`config.mk`:
```
export PLATFORM = sky130hd
export DESIGN_NAME = dff_share_arbiter
export DESIGN_NICKNAME = d
export VERILOG_FILES = /design/src/rtl/dff_share_arbiter.sv
export SDC_FILE = /design/constraint.sdc
export NUM_CORES = 1
export LEC_CHECK = 0
export CAP_MARGIN = 20
export CORE_MARGIN = 4
export CORE_UTILIZATION = 40
export DETAILED_ROUTE_END_ITERATION = 10
export PLACE_DENSITY = 0.76
export SYNTH_ARGS = -nofsm -noshare
export SYNTH_HDL_FRONTEND = slang
export SYNTH_SLANG_ARGS = --single-unit
export TNS_END_PERCENT = 1
```
`constraint.sdc`:
```
create_clock -name clk -period 1.9 [get_ports clk]
set_input_delay 0.285 -clock clk [delete_from_list [all_inputs] [get_ports clk]]
set_output_delay 0.285 -clock clk [all_outputs]
set_load 0.03 [all_outputs]
```
`src/rtl/dff_share_arbiter.sv`:
```
// dff_share_arbiter: grants one of NUM_REQ requesters per cycle and loads its lane into a shared DATA_W-bit register.
// Latency: 1 cycle; req/d_in sampled at edge N give gnt/q/q_valid/owner after edge N.
// Backpressure: none; requesters hold req until granted, and a locked burst is capped at MAX_HOLD loads.
// Build option: define ARB_FIXED_PRIO_EN to pin the scan start at index 0 (fixed priority).
module dff_share_arbiter #(
  parameter int NUM_REQ  = 4,
  parameter int DATA_W   = 8,
  parameter int MAX_HOLD = 4
) (
  input  logic                                         clk,
  input  logic                                         reset,
  input  logic [NUM_REQ-1:0]                           req,
  input  logic [NUM_REQ-1:0]                           lock,
  input  logic [NUM_REQ*DATA_W-1:0]                    d_in,
  output logic [NUM_REQ-1:0]                           gnt,
  output logic [DATA_W-1:0]                            q,
  output logic                                         q_valid,
  output logic [((NUM_REQ > 1) ? $clog2(NUM_REQ) : 1)-1:0] owner,
  output logic                                         busy
);

  localparam int OW = (NUM_REQ > 1) ? $clog2(NUM_REQ) : 1;
  localparam int HW = (MAX_HOLD > 1) ? $clog2(MAX_HOLD + 1) : 1;

  typedef enum logic {IDLE, OWN} state_t;

  state_t              state_q, state_d;
  logic [NUM_REQ-1:0]  gnt_q, gnt_d;
  logic [DATA_W-1:0]   data_q, data_d;
  logic                vld_q, vld_d;
  logic [OW-1:0]       owner_q, owner_d;
  logic [OW-1:0]       rr_q, rr_d;
  logic [HW-1:0]       hold_q, hold_d;

  // Arbitration scratch
  logic [NUM_REQ-1:0]  arb_req;
  logic                found;
  logic [OW-1:0]       win;
  logic [OW-1:0]       sel;
  logic                cont;

  // Next-state: burst continuation, release/re-arbitration, or fall back to IDLE
  always_comb begin
    state_d = state_q;
    gnt_d   = gnt_q;
    data_d  = data_q;
    vld_d   = 1'b0;
    owner_d = owner_q;
    rr_d    = rr_q;
    hold_d  = hold_q;
    found   = 1'b0;
    win     = '0;
    sel     = owner_q;

    cont = (state_q == OWN) && req[owner_q] && lock[owner_q] &&
           (int'(hold_q) < MAX_HOLD - 1);

    // The releasing owner sits out one arbitration so others get a turn first
    arb_req = req;
    if (state_q == OWN) begin
      arb_req[owner_q] = 1'b0;
    end

    for (int k = 0; k < NUM_REQ; k++) begin
      if (!found && arb_req[(int'(rr_q) + k) % NUM_REQ]) begin
        found = 1'b1;
        win   = OW'((int'(rr_q) + k) % NUM_REQ);
      end
    end

    if (cont) begin
      data_d = d_in[int'(owner_q)*DATA_W +: DATA_W];
      vld_d  = 1'b1;
      hold_d = hold_q + 1'b1;
    end else if (found || ((state_q == OWN) && req[owner_q])) begin
      // Masked owner only gets back in when nobody else is asking
      sel        = found ? win : owner_q;
      state_d    = OWN;
      gnt_d      = '0;
      gnt_d[sel] = 1'b1;
      owner_d    = sel;
      data_d     = d_in[int'(sel)*DATA_W +: DATA_W];
      vld_d      = 1'b1;
      hold_d     = '0;
`ifdef ARB_FIXED_PRIO_EN
      rr_d       = '0;
`else
      rr_d       = OW'((int'(sel) + 1) % NUM_REQ);
`endif
    end else begin
      state_d = IDLE;
      gnt_d   = '0;
    end
  end

  // State and output registers, cleared asynchronously
  always_ff @(posedge clk or negedge reset) begin
    if (!reset) begin
      state_q <= IDLE;
      gnt_q   <= '0;
      data_q  <= '0;
      vld_q   <= 1'b0;
      owner_q <= '0;
      rr_q    <= '0;
      hold_q  <= '0;
    end else begin
      state_q <= state_d;
      gnt_q   <= gnt_d;
      data_q  <= data_d;
      vld_q   <= vld_d;
      owner_q <= owner_d;
      rr_q    <= rr_d;
      hold_q  <= hold_d;
    end
  end

  assign gnt     = gnt_q;
  assign q       = data_q;
  assign q_valid = vld_q;
  assign owner   = owner_q;
  assign busy    = (state_q == OWN);

endmodule

```
==> results.cfg, run 1 <==
[run_status]
outcome = finished, violations left
violations = negative setup slack

[yosys]
syn_area_um2 = 1590
synthCells = 171
yosysWarnings = 0
ys_ff_latch = 21
synth_edf_count = 0
avgSynthCellArea_um2 = 9.27
synthDistinctLibCells = 42
synthFlopType = dfrtp_1
yosysSeqAreaShare_pct = 33.1
synthArstFlopShare_pct = 100
synth_fp_nets = 218

[power_and_ir_drop]
p_sw_uw = 2250
comb_power_share_pct = 78.3
powerDensity_nw_per_um2 = 1860
power_frac_seq_pct = 15.8
p_int_uw = 2780
p_sw_share_pct = 44.8
pwr-share-clk_pct = 5.9
ir_worst_vdd_mv = 0.834
leakagePower_uw = 0.00118

[finish]
filler_cell_count = 294
seq_area_um2 = 528
postLayoutCoreUtil_pct = 72.2
multiInputGateArea_um2 = 1020
nets = 318
drive_gt1_share_pct = 37.4
area.growth.synth_to_final_pct = 70.4
antenna_cells = 0

[setup_path]
worst_setup_path_end_kind = flip-flop
critPathSlowestCell = clkdlybuf4s50_1
critPathMaxFanout = 17
max_stage_delay_ns = 0.53
critPathKind = input pin to flip-flop
path_cells = clkdlybuf4s50_1 -> inv_1 -> a2bb2oi_2 -> buf_4 -> a311oi_2 -> and3_4 -> nor2_8 -> inv_8 -> o211ai_1 -> o2bb2ai_2
critical_path_arrival_ns = 2.28
required_ns = 2.05
critPathLaunchType = input pin

[die]
row_count = 22
initial_core_util_pct = 42.3
dieArea_um2 = 5030
die-width_um = 71.0
core_um2 = 3740
dieHeight_um = 71.0
ios = 58

[clock_network]
path_clk_slew_ns = 0.08
htreeDepth = 1
cts_tree = built
insertion_delay_ns = 0.26
clock_tree.root_cell = clkbuf_8
cts.path.max_buffers = 2
clock-sinks = 21
cts_buffers = 3
postCtsHoldBufs = 0

[routing]
dr.pass1.iters = 4
vias = 1632
viasPerCell = 5.13
ant_nets = 0
first_iter_violations = 93
drc = 0
wirelength_um = 4730
wl_per_cell_um = 14.9

[placed_design]
gp_congestion = 0.846
hpwlAfterDp_um = 3350
io_buffers = 57

[timing]
setup_ws_ns = -0.229
max_clock_freq_mhz = 470
hold_viol = 0
maxSlewHeadroom_pct = 75.9
skew_ns = 0.00428
tightestPinTransition_ns = 0.361
tns_ns = -2.22
period_needed_ns = 2.13
min_period_over_period_pct = 112
drv_slew = 0
setup_viol = 12
grt_setup_unrepaired = yes

[grt]
antenna_found_initial = 0
grt_max_degree = 22
grt_use_total_pct = 19.6
grt_pass1_vias = 1787
grt_pass1_wl_um = 8060
grt_overflow = 0

[run]
cap_violations = 0

[hold_path]
hold_class = input pin to asynchronous set/reset pin
==> kinds of logic after synthesis <==
group / after synthesis / synth area share (%)
AND/OR/NAND/NOR: 61 / 19.0
AO/OA/AOI/OAI: 54 / 31.6
buffers and inverters: 24 / 8.37
flip-flops: 21 / 33.1
multiplexers: 6 / 3.95
adder cells (fa/ha/maj): 5 / 3.95
==> final cells by class <==
class	count	share of cell area, %
Inverter	16	2.50
Clock buffer	4	1.67
Sequential cell	21	19.5
Timing Repair Buffer	103	36.3
Tap cell	48	2.22
Multi-Input combinational cell	126	37.7
==> per-stage QoR <==
stage	worst slack, ns	instances	instance area (um2)	hold slack, ns	total power [uW]
finish	-0.229	318	2700	0.369	5030
global route	-0.331	318	2700	0.389	5370
CTS	-0.209	318	2690	0.372	5000
detailed placement	-0.606	302	2450	0.456	4150
global placement	-0.519	302	2450	0.456	4070
floorplan	-0.235	171	1610	-0.0106	2980
==> worst paths after layout <==
path	from	to	slack, ns	depth (start not counted)
max	req[0]	q[4]	-0.23	10
min	reset	q[0]	0.37	2
max reg2reg	owner[0]	q[6]	-0.23	9
min reg2reg	gnt[1]	gnt[1]	0.47	2
max in group asynchronous	reset	owner[0]	1.28	2
min in group clk	gnt[1]	gnt[1]	0.47	2
==> sequential cells by signal, summed over array words and instances, names as in the netlist <==
| signal | count |
|---|---|
| owner | 2 |
| busy | 1 |
| rr_q | 2 |
| gnt | 4 |
| q | 8 |
| q_valid | 1 |
| hold_q | 3 |
==> cells in the mapped netlist (2+ instances only) <==
library cell  instances  share of area, %
mux2i_1               4               2.5
ha_1                  5               3.9
nand2_1              15               3.6
dfrtp_1              21                33
o22ai_2               2               1.6
a21oi_1               2              0.63
nand3b_1              2              0.95
a211oi_1              2              0.95
o211ai_1              7               3.3
nor2_1               30               7.1
a311oi_1              2               1.1
o2bb2ai_2             8               7.6
nand3_1               6               1.9
a21oi_2               2               1.1
o21ai_2               8               4.4
o21ai_0              10               3.2
buf_6                 5               3.6
inv_1                14               3.3
buf_2                 2              0.63
a22o_1                2               1.1
==> routing by layer <==
layer | up-vias | part of all wire, % | GRT usage (%)
li1 | 805 | - | -
met1 | 779 | 42 | 23.4
met2 | 38 | 52 | 35.2
met3 | 10 | 3.8 | 2.56
met4 | 0 | 2.0 | 8.14
met5 | - | 0 | 0
==> cell usage in the layout, fill, tap and decap left out, types with 6 or more instances in the layout <==
cell type        Yosys  final
o21ai_2              8      9
dfrtp_1             21     19
o2bb2ai_2            8      8
buf_4                0     40
nor2_1              30     19
inv_1               14     14
nor2_2               1     12
clkdlybuf4s50_1      0     57
nand3_1              6      6
o211ai_1             7      7
o21ai_0             10      8
nand2_1             15     14
==> power by group through the flow <==
stage | Clock (uW) | Sequential (uW) | Combinational, uW
global placement | 0 | 831 | 3240
global route | 326 | 824 | 4220
CTS | 303 | 794 | 3900
floorplan | 0 | 1050 | 1930
finish | 295 | 797 | 3940
detailed placement | 0 | 833 | 3320
==> repair_timing <==
action,CTS,global route
cloned,1,0
buffers inserted,11,0
endpoints found under the setup margin,14,14
resized for setup,27,3
pin swaps,9,3
hold endpoints to repair,0,0
==> critical path, delay by kind of cell <==
| family | cells | cell delay (ns) |
|---|---|---|
| AOI/OAI and AO/OA | 4 | 0.74 |
| buffers and inverters | 4 | 0.87 |
| and+or+nand+nor | 2 | 0.37 |
Note: power is estimated with default switching activity, not from simulation.
==> run 2: changes to the inputs <==
CORE_UTILIZATION = 42   (was 40)
CTS_BUF_LIST = sky130_fd_sc_hd__clkbuf_4   (was not set)
CTS_CLUSTER_SIZE = 14   (was not set)
PLACE_DENSITY = 0.8   (was 0.76)
==> run 2 against run 1 <==
Against the previous run: the flow still finishes with violations (negative setup slack); critical endpoint is now q[1]; sequential power is 1% higher; register-to-register slack worse by 0.05 ns; wire length up 4.7%; worst setup slack worse by 0.052 ns; largest cell class unchanged; via count rose by 3.7%; clock skew is 0.011 ns higher; die area decreased by 4.2%; core utilization is 2.3 points higher; critical path depth down 1.
==> results.cfg, run 2 (same netlist as run 1, synthesis figures left out) <==
[routing]
drc = 0
dr.pass1.iters = 4
vias = 1692
viasPerCell = 5.30
ant_nets = 0
first_iter_violations = 70
wl_per_cell_um = 15.5
wirelength_um = 4950
met3_wirelength_um = 204
met1_length_um = 1950
wl_met2_um = 2620
routed.top_layer = met4

[finish]
mostFrequentLayoutCells = clkdlybuf4s50_1, buf_4, nor2_1
final_cells = 319
antenna_cells = 0
largest_reg_flops = 8
area.growth.synth_to_final_pct = 72.1
nets = 319
layout_commonest_cell = clkdlybuf4s50_1
drive_gt1_share_pct = 39.9

[grt]
grt_max_degree = 22
grt_pass1_wl_um = 8220
grt_overflow = 0
antenna_found_initial = 0
grt_use_total_pct = 21.1
grt_pass1_vias = 1768

[timing]
min_period_over_period_pct = 115
tns_ns = -2.71
period_needed_ns = 2.18
skew_ns = 0.0155
setup_ws_ns = -0.281
max_clock_freq_mhz = 459
tightestPinTransition_ns = 0.350
setup_viol = 14
grt_setup_unrepaired = yes
hold_viol = 0
drv_slew = 0
maxSlewHeadroom_pct = 76.6

[run_status]
outcome = finished, violations left
violations = negative setup slack

[clock_network]
cts_tree = built
cts.path.max_buffers = 2
path_clk_slew_ns = 0.13
insertion_delay_ns = 0.32
cts_buffers = 3
postCtsHoldBufs = 0
clock_tree.root_cell = clkbuf_4
htreeDepth = 1
clock-sinks = 21

[power_and_ir_drop]
powerDensity_nw_per_um2 = 1880
leakagePower_uw = 0.00120
p_sw_share_pct = 45.4
ir_worst_vdd_mv = 0.971
power_frac_seq_pct = 15.7
comb_power_share_pct = 79.6
p_sw_uw = 2330
p_int_uw = 2800
pwr-share-clk_pct = 4.7

[placed_design]
dp.cells = 306
io_buffers = 57
gp_congestion = 0.839
dp_worst_setup_slack_ns = -0.539
hpwlAfterDp_um = 3340

[setup_path]
critPathMaxFanout = 5
critPathLaunchType = flip-flop
critPathKind = flip-flop to flip-flop
required_ns = 2.12
critical_path_arrival_ns = 2.40
worst_setup_path_end_kind = flip-flop

[die]
dieArea_um2 = 4820
ios = 58
row_count = 22
core_um2 = 3660
die-width_um = 69.4
initial_core_util_pct = 43.3
dieHeight_um = 69.4

[hold_path]
hold_class = input pin to asynchronous set/reset pin

[run]
cap_violations = 0
[run 2: power by group through the flow]
stage / registers [uW] / logic (uW) / clock network, uW
2_1_floorplan: 1050 / 1930 / 0
4_1_cts: 798 / 3980 / 242
6_report: 808 / 4090 / 239
3_3_place_gp: 822 / 3350 / 0
3_5_place_dp: 829 / 3420 / 0
5_1_grt: 825 / 4380 / 260
[run 2: final timing paths]
path | start | to | slack [ns] | cells past startpoint
worst max-delay path | owner[1] | q[1] | -0.28 | 9
worst min-delay path | reset | q[6] | 0.32 | 2
worst max register to register | owner[1] | q[1] | -0.28 | 9
worst min register to register | gnt[3] | gnt[3] | 0.48 | 2
max in group asynchronous | reset | busy | 1.32 | 2
min in group clk | gnt[3] | gnt[3] | 0.48 | 2
[run 2: layout make-up]
cell class                 instances  area (um2)
multi-input combinational        126        1040
fill                             236         933
sequential                        21         529
clock buffer                       4        30.0
tap                               48        60.1
inverter                          16        67.6
timing repair buffer             104         998
[run 2: timing repair]
| item | 4_1_cts | 5_1_grt |
|---|---|---|
| endpoints found under the setup margin | 13 | 15 |
| gates resized for setup | 39 | 8 |
| buffers inserted | 8 | 0 |
| pin swaps | 17 | 1 |
| cloned | 1 | 0 |
[run 2: worst max-delay path, stage by stage (launching register included)]
cell	delay, ns
dfrtp_2	0.51
buf_6	0.15
nand3b_1	0.22
a2bb2oi_4	0.24
a311oi_2	0.16
and3_4	0.25
buf_4	0.15
o21ai_2	0.11
o211ai_1	0.13
o2bb2ai_2	0.15
[run 2: metrics by stage]
stage / total power (uW) / instance area, um2 / util, % / hold slack [ns]
final: 5130 / 2730 / 74.5 / 0.316
after global placement: 4180 / 2480 / 67.9 / 0.451
after global routing: 5460 / 2730 / 74.5 / 0.330
after detailed placement: 4250 / 2480 / 67.9 / 0.463
after floorplan: 2980 / 1610 / - / -0.0106
after CTS: 5020 / 2700 / 73.8 / 0.309
[run 2: routing by layer]
layer | global-route usage (%) | vias up
met4 | 11.1 | 0
met3 | 3.04 | 15
met1 | 23.8 | 819
li1 | - | 808
met5 | 0 | -
met2 | 38.2 | 50
